File: src/rtl/sequence_pattern_detector_param.sv
// sequence_pattern_detector_param
// Serial bit-pattern detector with a runtime-loadable pattern of 1..PAT_W
// bits, overlapping / non-overlapping match modes, an input-valid qualifier
// and a saturating match counter. A completed pattern raises `out` for one
// cycle, registered on the edge that sampled the final pattern bit.
//
// Handshake: `in` is consumed only on a rising edge where in_valid=1 and
// pat_load=0. There is no back-pressure; the block is always ready.
//
// The state is not stored separately. It is derived from len and fill:
//   IDLE  (len==0)    : never matches, fill held at 0
//   FILL  (fill<len)  : collecting bits
//   ARMED (fill>=len) : every further valid bit can complete a match
module sequence_pattern_detector_param #(
  parameter int                PAT_W   = 8,
  parameter int                LEN_W   = 4,
  parameter int                CNT_W   = 8,
  parameter logic [PAT_W-1:0]  RST_PAT = 8'b0011_0101,
  parameter int                RST_LEN = 6
) (
  input  logic             clk,
  input  logic             rest,
  input  logic             in_valid,
  input  logic             in,
  input  logic             overlap,
  input  logic             pat_load,
  input  logic [PAT_W-1:0] pat_value,
  input  logic [LEN_W-1:0] pat_len,
  input  logic             cnt_clr,
  output logic             out,
  output logic [CNT_W-1:0] match_cnt,
  output logic             armed,
  output logic [1:0]       state_dbg
);

  typedef enum logic [1:0] {
    ST_IDLE  = 2'd0,
    ST_FILL  = 2'd1,
    ST_ARMED = 2'd2
  } state_t;

  localparam logic [LEN_W-1:0] PAT_W_L = LEN_W'(PAT_W);
  localparam logic [LEN_W-1:0] RST_LEN_L = LEN_W'(RST_LEN);
  localparam logic [CNT_W-1:0] CNT_MAX = '1;

  logic [PAT_W-1:0] pat, pat_n;
  logic [LEN_W-1:0] len, len_n;
  logic [PAT_W-1:0] hist, hist_n;
  logic [LEN_W-1:0] fill, fill_n;
  logic             out_n;
  logic [CNT_W-1:0] cnt_n;

  logic [PAT_W-1:0] hist_shift;
  logic [PAT_W-1:0] len_mask;
  logic [LEN_W-1:0] fill_inc;
  logic             match;
  state_t           state;

  // Register bank: pattern, length, history, fill level, pulse and counter.
  always_ff @(posedge clk or posedge rest) begin
    if (rest) begin
      pat       <= RST_PAT;
      len       <= RST_LEN_L;
      hist      <= '0;
      fill      <= '0;
      out       <= 1'b0;
      match_cnt <= '0;
    end else begin
      pat       <= pat_n;
      len       <= len_n;
      hist      <= hist_n;
      fill      <= fill_n;
      out       <= out_n;
      match_cnt <= cnt_n;
    end
  end

  // Match evaluation on the post-shift history, restricted to the low len bits.
  always_comb begin
    hist_shift = (hist << 1) | {{(PAT_W-1){1'b0}}, in};
    fill_inc   = (fill >= PAT_W_L) ? PAT_W_L : fill + 1'b1;
    len_mask   = '0;
    for (int i = 0; i < PAT_W; i++) begin
      len_mask[i] = (i < int'(len));
    end
    match = in_valid && !pat_load && (len != '0) && (fill_inc >= len) &&
            ((hist_shift & len_mask) == (pat & len_mask));
  end

  // Next-state logic; a load takes priority over a valid bit and drops it.
  always_comb begin
    pat_n  = pat;
    len_n  = len;
    hist_n = hist;
    fill_n = fill;
    out_n  = 1'b0;
    cnt_n  = match_cnt;
    if (pat_load) begin
      pat_n  = pat_value;
      len_n  = (pat_len > PAT_W_L) ? PAT_W_L : pat_len;
      fill_n = '0;
    end else if (in_valid) begin
      hist_n = hist_shift;
      fill_n = (len == '0) ? '0 : fill_inc;
      if (match) begin
        out_n = 1'b1;
        if (!overlap) begin
          fill_n = '0;
        end
      end
    end
    // Clear beats a same-edge match; the pulse on `out` is still produced.
    if (cnt_clr) begin
      cnt_n = '0;
    end else if (match && (match_cnt != CNT_MAX)) begin
      cnt_n = match_cnt + 1'b1;
    end
  end

  // Derived state for the armed flag and the debug view.
  always_comb begin
    state = ST_FILL;
    if (len == '0) begin
      state = ST_IDLE;
    end else if (fill >= len) begin
      state = ST_ARMED;
    end
    armed     = (state == ST_ARMED);
    state_dbg = state;
  end

endmodule

File: config.mk
export PLATFORM = sky130hd
export DESIGN_NAME = sequence_pattern_detector_param
export DESIGN_NICKNAME = d
export VERILOG_FILES = /design/src/rtl/sequence_pattern_detector_param.sv
export SDC_FILE = /design/constraint.sdc
export NUM_CORES = 1
export LEC_CHECK = 0
export CORE_UTILIZATION = 45
export DETAILED_ROUTE_END_ITERATION = 10
export GPL_TIMING_DRIVEN = 0
export PLACE_DENSITY = 0.69
export SKIP_CTS_REPAIR_TIMING = 1
export SLEW_MARGIN = 20
export SYNTH_ARGS = -nofsm -noshare
export SYNTH_HDL_FRONTEND = slang
export SYNTH_SLANG_ARGS = --single-unit
File: constraint.sdc
create_clock -name clk -period 3.2 [get_ports clk]
set_input_delay 0.64 -clock clk [delete_from_list [all_inputs] [get_ports clk]]
set_output_delay 0.64 -clock clk [all_outputs]
set_load 0.03 [all_outputs]
==> impl_metrics.toml, run 1 <==
[synth]
synth_area_um2 = 1870
synth_nets = 201
synth_edf_count = 0
synth_top_cell_by_area = "dfrtp_1"
syn_inst = 171
async_flop_share_pct = 100
seq_area_frac_synth_pct = 43.2
synth_common_cells = "26 x dfrtp_1, 16 x mux2_2, 12 x nor2_1"
synth_warnings = 0
synth_top_area_share_pct = 34.8
ys_types = 43
synth-seq-cells = 32
synth.most_common_cell = "dfrtp_1"
synth_ff_type = "dfrtp_1"
synth_area_leaders = "dfrtp_1 35%, mux2_2 9.6%, dfstp_2 8.4%"
syn_area_per_cell_um2 = 10.9

[placement]
gp_congestion = 0.804
hpwl_um = 2710
post_dp_cell_area_um2 = 2220
dpl.cell_count = 250
port_buffers = 29

[setup_path]
start_kind = "flop"
worstSetupEndpointType = "primary output"
reg2regPathDepth = 5
r2r-start = "len[2]"
path_max_fanout = 7
endpoint = "state_dbg[1]"
worstPathRequired_ps = 2560
cp-startpoint = "len[1]"
critPathArrivalTime_ps = 2270
path_class = "flop to primary output"
reg2reg_slack_ps = 660
timing.rr.end = "match_cnt[6]"

[cts]
cts_root_buf = "clkbuf_8"
cts_tree = "built"
htreeDepth = 2
cts.sinks = 32
cts_buffer_depth = 2
clock_latency_ps = 280
cts_buffers = 5
path_clk_slew_ps = 70

[layout]
diodes = 0
num-fill-cells = 329
multi_input_area_um2 = 970
drive_gt1_share_pct = 23.6
nets = 237
final_cell_area_um2 = 2320
layout.cells.non_filler = 258
regArea_um2 = 808
area_delta_synth_final_pct = 24.3
fin_util_pct = 58.1

[detailed_routing]
first_pass_iters = 4
ant_nets = 0
drc_errors = 0
vias = 1320
first_iter_violations = 75
wirelength_um = 3660
wl_per_cell_um = 14.2
vias_per_cell = 5.12

[sta]
final-hold-violation-count = 0
rsz0062_at_grt = "false"
slew_headroom_pct = 54.9
setup_viol_count_final = 0
finalSetupTns_ps = 0
min_period_over_period_pct = 90.8
fmax_ghz = 0.344
drv_slew = 0
tightest_slew_ps = 676
skew_ps = 11.1
fin_crit_ps = 2910

[grt]
grtUsageTotal_pct = 19.3
grt_pass1_wl_um = 6230
antenna_found_initial = 0
grt_pass1_vias = 1341
grt_max_degree = 33
grt.overflow.total = 0

[die]
start_util_pct = 46.7
core_area_um2 = 4000
row_count = 23
die_h_um = 66.5
ios = 31
fp.dieW_um = 66.5
fp.dieArea_um2 = 4420

[power_and_ir_drop]
power.leakage_nw = 1.06
power_density_nw_per_um2 = 463
power_mw = 1.08
vdd_drop_max_uv = 315

[outcome]
status = "completed"

[worst_hold_path]
hold_class = "flop to flop"

[run]
cap_viol_max_count = 0
==> cell families (layout without fill, tap and decap cells) <==
kind of cell / count (synthesis) / count (layout) / synth area share, %
compound gates: 21 / 21 / 8.43
buf+inv: 17 / 54 / 4.89
flops: 32 / 32 / 43.2
simple gates: 58 / 58 / 18.1
xor+xnor: 9 / 9 / 4.22
fa+ha+maj: 11 / 11 / 7.36
mux: 23 / 23 / 13.8
==> layout make-up <==
class                           count  share of cell area, %
Tap cell                           50                   2.69
Multi-Input combinational cell    122                   41.7
Sequential cell                    32                   34.8
Buffer                              7                   2.32
Timing Repair Buffer               29                   12.8
Clock buffer                        7                   3.72
Inverter                           10                   1.62
Clock inverter                      1                  0.323
==> flip-flops by register name (all words and copies together), names as in the netlist <==
| signal | count |
|---|---|
| pat | 8 |
| hist | 7 |
| match_cnt | 8 |
| len | 4 |
| fill | 4 |
| out | 1 |
==> critical path: stages, from the launching register on <==
cell            delay, ps
dfstp_2               590
inv_1                 100
ha_1                  300
a21o_1                150
a21o_1                170
a21oi_1               180
nor2_1                 90
buf_4                 160
dlymetal6s2s_1        230
==> worst min-delay path by stage <==
stage          slack (ps)     from      end  cells past startpoint
2_1_floorplan         500   pat[1]   pat[1]                      1
3_3_place_gp          510  hist[6]  hist[6]                      1
3_5_place_dp          530   pat[6]   pat[6]                      1
4_1_cts               550   pat[6]   pat[6]                      1
5_1_grt               560  hist[6]  hist[6]                      1
6_report              540   pat[6]   pat[6]                      1
==> layout by cell type, fill, tap and decap left out, types with 2 or more instances in the layout <==
cell type,n
dlymetal6s2s_1,3
a21o_1,2
dfrtp_1,26
dfstp_2,6
nand3_1,5
and3_2,3
nor4_1,7
mux2_2,16
xor2_1,8
nor2b_1,6
o21ai_0,7
clkdlybuf4s50_1,26
o31ai_1,2
nand2_1,8
inv_1,9
clkbuf_1,3
and2b_2,5
ha_1,11
nor2_1,12
nand2b_1,5
clkbuf_8,7
mux2_1,6
==> report_power, final <==
group	internal, mW	switching, mW	total [mW]
clock network	0.175	0.148	0.322
logic	0.131	0.117	0.248
registers	0.461	0.0450	0.506
total	0.766	0.310	1.08
==> metrics by stage <==
step                setup slack, ps  hold slack (ps)
finish                          293              543
global route                    176              563
CTS                           -88.1              546
detailed placement              227              528
global placement                260              514
floorplan                       726              501
==> routing by layer <==
layer / routed length [um] / vias up / track usage (%)
met4: 57 / 0 / 7.18
met1: 1720 / 619 / 24.4
li1: - / 669 / -
met5: 0 / - / 0
met3: 138 / 6 / 5.31
met2: 1740 / 26 / 31.3
Note: power is estimated with default switching activity, not from simulation.
==> inputs of run 2 (changes only) <==
CTS_CLUSTER_DIAMETER = 50   (was default)
==> results of run 2 <==
Final layout, timing and power as in run 1 (identical DEF).
==> inputs of run 3 (changes only) <==
CORE_UTILIZATION = 50   (was 45)
PLACE_DENSITY = 0.76   (was 0.69)
==> run 3 against run 2 <==
Net effect: final cell count is 1.6% lower; count of clock-buffer cells in the layout stayed put; die area is 9.7% lower; flip-flop and latch count stayed put; sequential power hardly changed; via count is 4.8% higher; first-iteration DRC count is 4.0% higher; cell area is 0.86% lower; largest cell class unchanged; sequential share of layout area is 0.30 points higher; clock power is 7.8% lower; hold slack worse by 16 ps; clock skew is 0.58 ps lower.
==> impl_metrics.toml, run 3 (synthesis gave the netlist of run 1 again) <==
[outcome]
status = "completed"

[placement]
gp_congestion = 0.822
hpwl_um = 2760
port_buffers = 29

[layout]
final_cell_mix = "27 x clkdlybuf4s50_1, 26 x dfrtp_1, 16 x mux2_2"
regArea_um2 = 808
fin_util_pct = 66.4
area_delta_synth_final_pct = 23.2
multi_input_area_um2 = 970
diodes = 0
reg.largest.list = "match_cnt: 8 flops, pat: 8 flops, hist: 7 flops"
drive_gt1_share_pct = 23.1
nets = 237
final_common_cell = "clkdlybuf4s50_1"
num-fill-cells = 281

[cts]
path_clk_slew_ps = 60
cts_buffers = 5
htreeDepth = 2
clock_latency_ps = 280
cts_root_buf = "clkbuf_8"
cts_buffer_depth = 2
cts.sinks = 32
cts_tree = "built"

[setup_path]
start_kind = "flop"
slowest_stage = "clkdlybuf4s50_1"
crit_path_cell_trace = "inv_1 -> ha_1 -> a21o_1 -> a21o_1 -> a21oi_1 -> nor2_1 -> clkdlybuf4s50_1"
path_class = "flop to primary output"
path_max_fanout = 7
worstSetupEndpointType = "primary output"
crit_top_cell = "a21o_1"
cp_slowest_stage_delay_ps = 620
worstPathRequired_ps = 2560
critPathArrivalTime_ps = 2420

[detailed_routing]
drc_errors = 0
vias_per_cell = 5.44
first_iter_violations = 78
wl_per_cell_um = 14.6
vias = 1383
ant_nets = 0
first_pass_iters = 5
wirelength_um = 3700

[power_and_ir_drop]
seq_power_share_pct = 48.1
power.leakage_nw = 1.04
share_comb_of_total_power_pct = 23.6
p_clk_share_pct = 28.2
switchingPower_mw = 0.307
p_int_mw = 0.744
power_density_nw_per_um2 = 456
power_mw = 1.05
vdd_drop_max_uv = 309
switching_share_pct = 29.2

[sta]
slew_headroom_pct = 53.8
skew_ps = 10.5
min_period_over_period_pct = 95.7
final-hold-violation-count = 0
drv_slew = 0
fmax_ghz = 0.326
fin_crit_ps = 3060
whs_ps = 527
setup_viol_count_final = 0
rsz0062_at_grt = "false"
tightest_slew_ps = 687

[grt]
use_met1_pct = 26.2
grtUsageTotal_pct = 21.0
use_met3_pct = 5.62
busiest_layer = "met2"
grt.overflow.total = 0
antenna_found_initial = 0
met2_usage_pct = 33.7
grt_pass1_vias = 1423
grt_max_degree = 33
grt_pass1_wl_um = 6400

[die]
die_h_um = 63.1
ios = 31
start_util_pct = 53.9
core_area_um2 = 3470
row_count = 21
fp.dieArea_um2 = 3990
fp.dieW_um = 63.1

[run]
cap_viol_max_count = 0

[worst_hold_path]
hold_class = "flop to flop"
-- run 3: changes by cell type in the layout (fill, tap and decap cells not counted) --
cell             before  now
clkbuf_1              3    4
clkdlybuf4s50_1      26   27
clkinvlp_4            1    0
clkinv_2              0    1
clkbuf_8              7    6
dlymetal6s2s_1        3    2
-- run 3: final timing paths --
path	startpoint	endpoint	slack (ps)	depth (start not counted)
min reg2reg	hist[6]	hist[6]	530	1
min	hist[6]	hist[6]	530	1
max	len[1]	armed	140	7
min in group asynchronous	rest	match_cnt[1]	780	2
max in group asynchronous	rest	pat[3]	1980	2
max reg2reg	len[2]	match_cnt[2]	610	5
-- run 3: layout make-up --
| class | count | area share, % |
|---|---|---|
| timing repair buffer | 29 | 12.8 |
| multi-input combinational | 122 | 42.1 |
| clock buffer | 7 | 3.31 |
| inverter | 10 | 1.63 |
| sequential | 32 | 35.1 |
| buffer | 7 | 2.34 |
| clock inverter | 1 | 0.217 |
| tap | 46 | 2.50 |
-- run 3: critical path: cells and delay by family, from the launching register on --
family | cells | cell delay [ps]
AND/OR/NAND/NOR | 1 | 70
flip-flops | 1 | 580
buffers and inverters | 2 | 710
adder cells (fa/ha/maj) | 1 | 300
AO/OA/AOI/OAI | 3 | 480
-- run 3: metrics by stage --
step	std cells	setup WS, ps	instance area, um2	setup TNS, ps
after floorplan	171	726	1870	0
after global placement	246	326	2220	0
after detailed placement	246	214	2220	0
after CTS	254	-25.6	2300	-25.6
after global routing	254	39.5	2300	0
final	254	136	2300	0
-- run 3: power by group through the flow --
stage               Sequential, mW  Clock [mW]  Combinational, mW
floorplan                    0.501           0              0.180
global placement             0.509           0              0.240
detailed placement           0.513           0              0.252
CTS                          0.506       0.299              0.253
global route                 0.515       0.320              0.275
finish                       0.506       0.297              0.249
-- run 3: per-layer routing --
metal,vias up,share of wire [%]
met2,53,47
met4,0,1.6
met3,10,6.2
met5,-,0
met1,653,45
li1,667,-
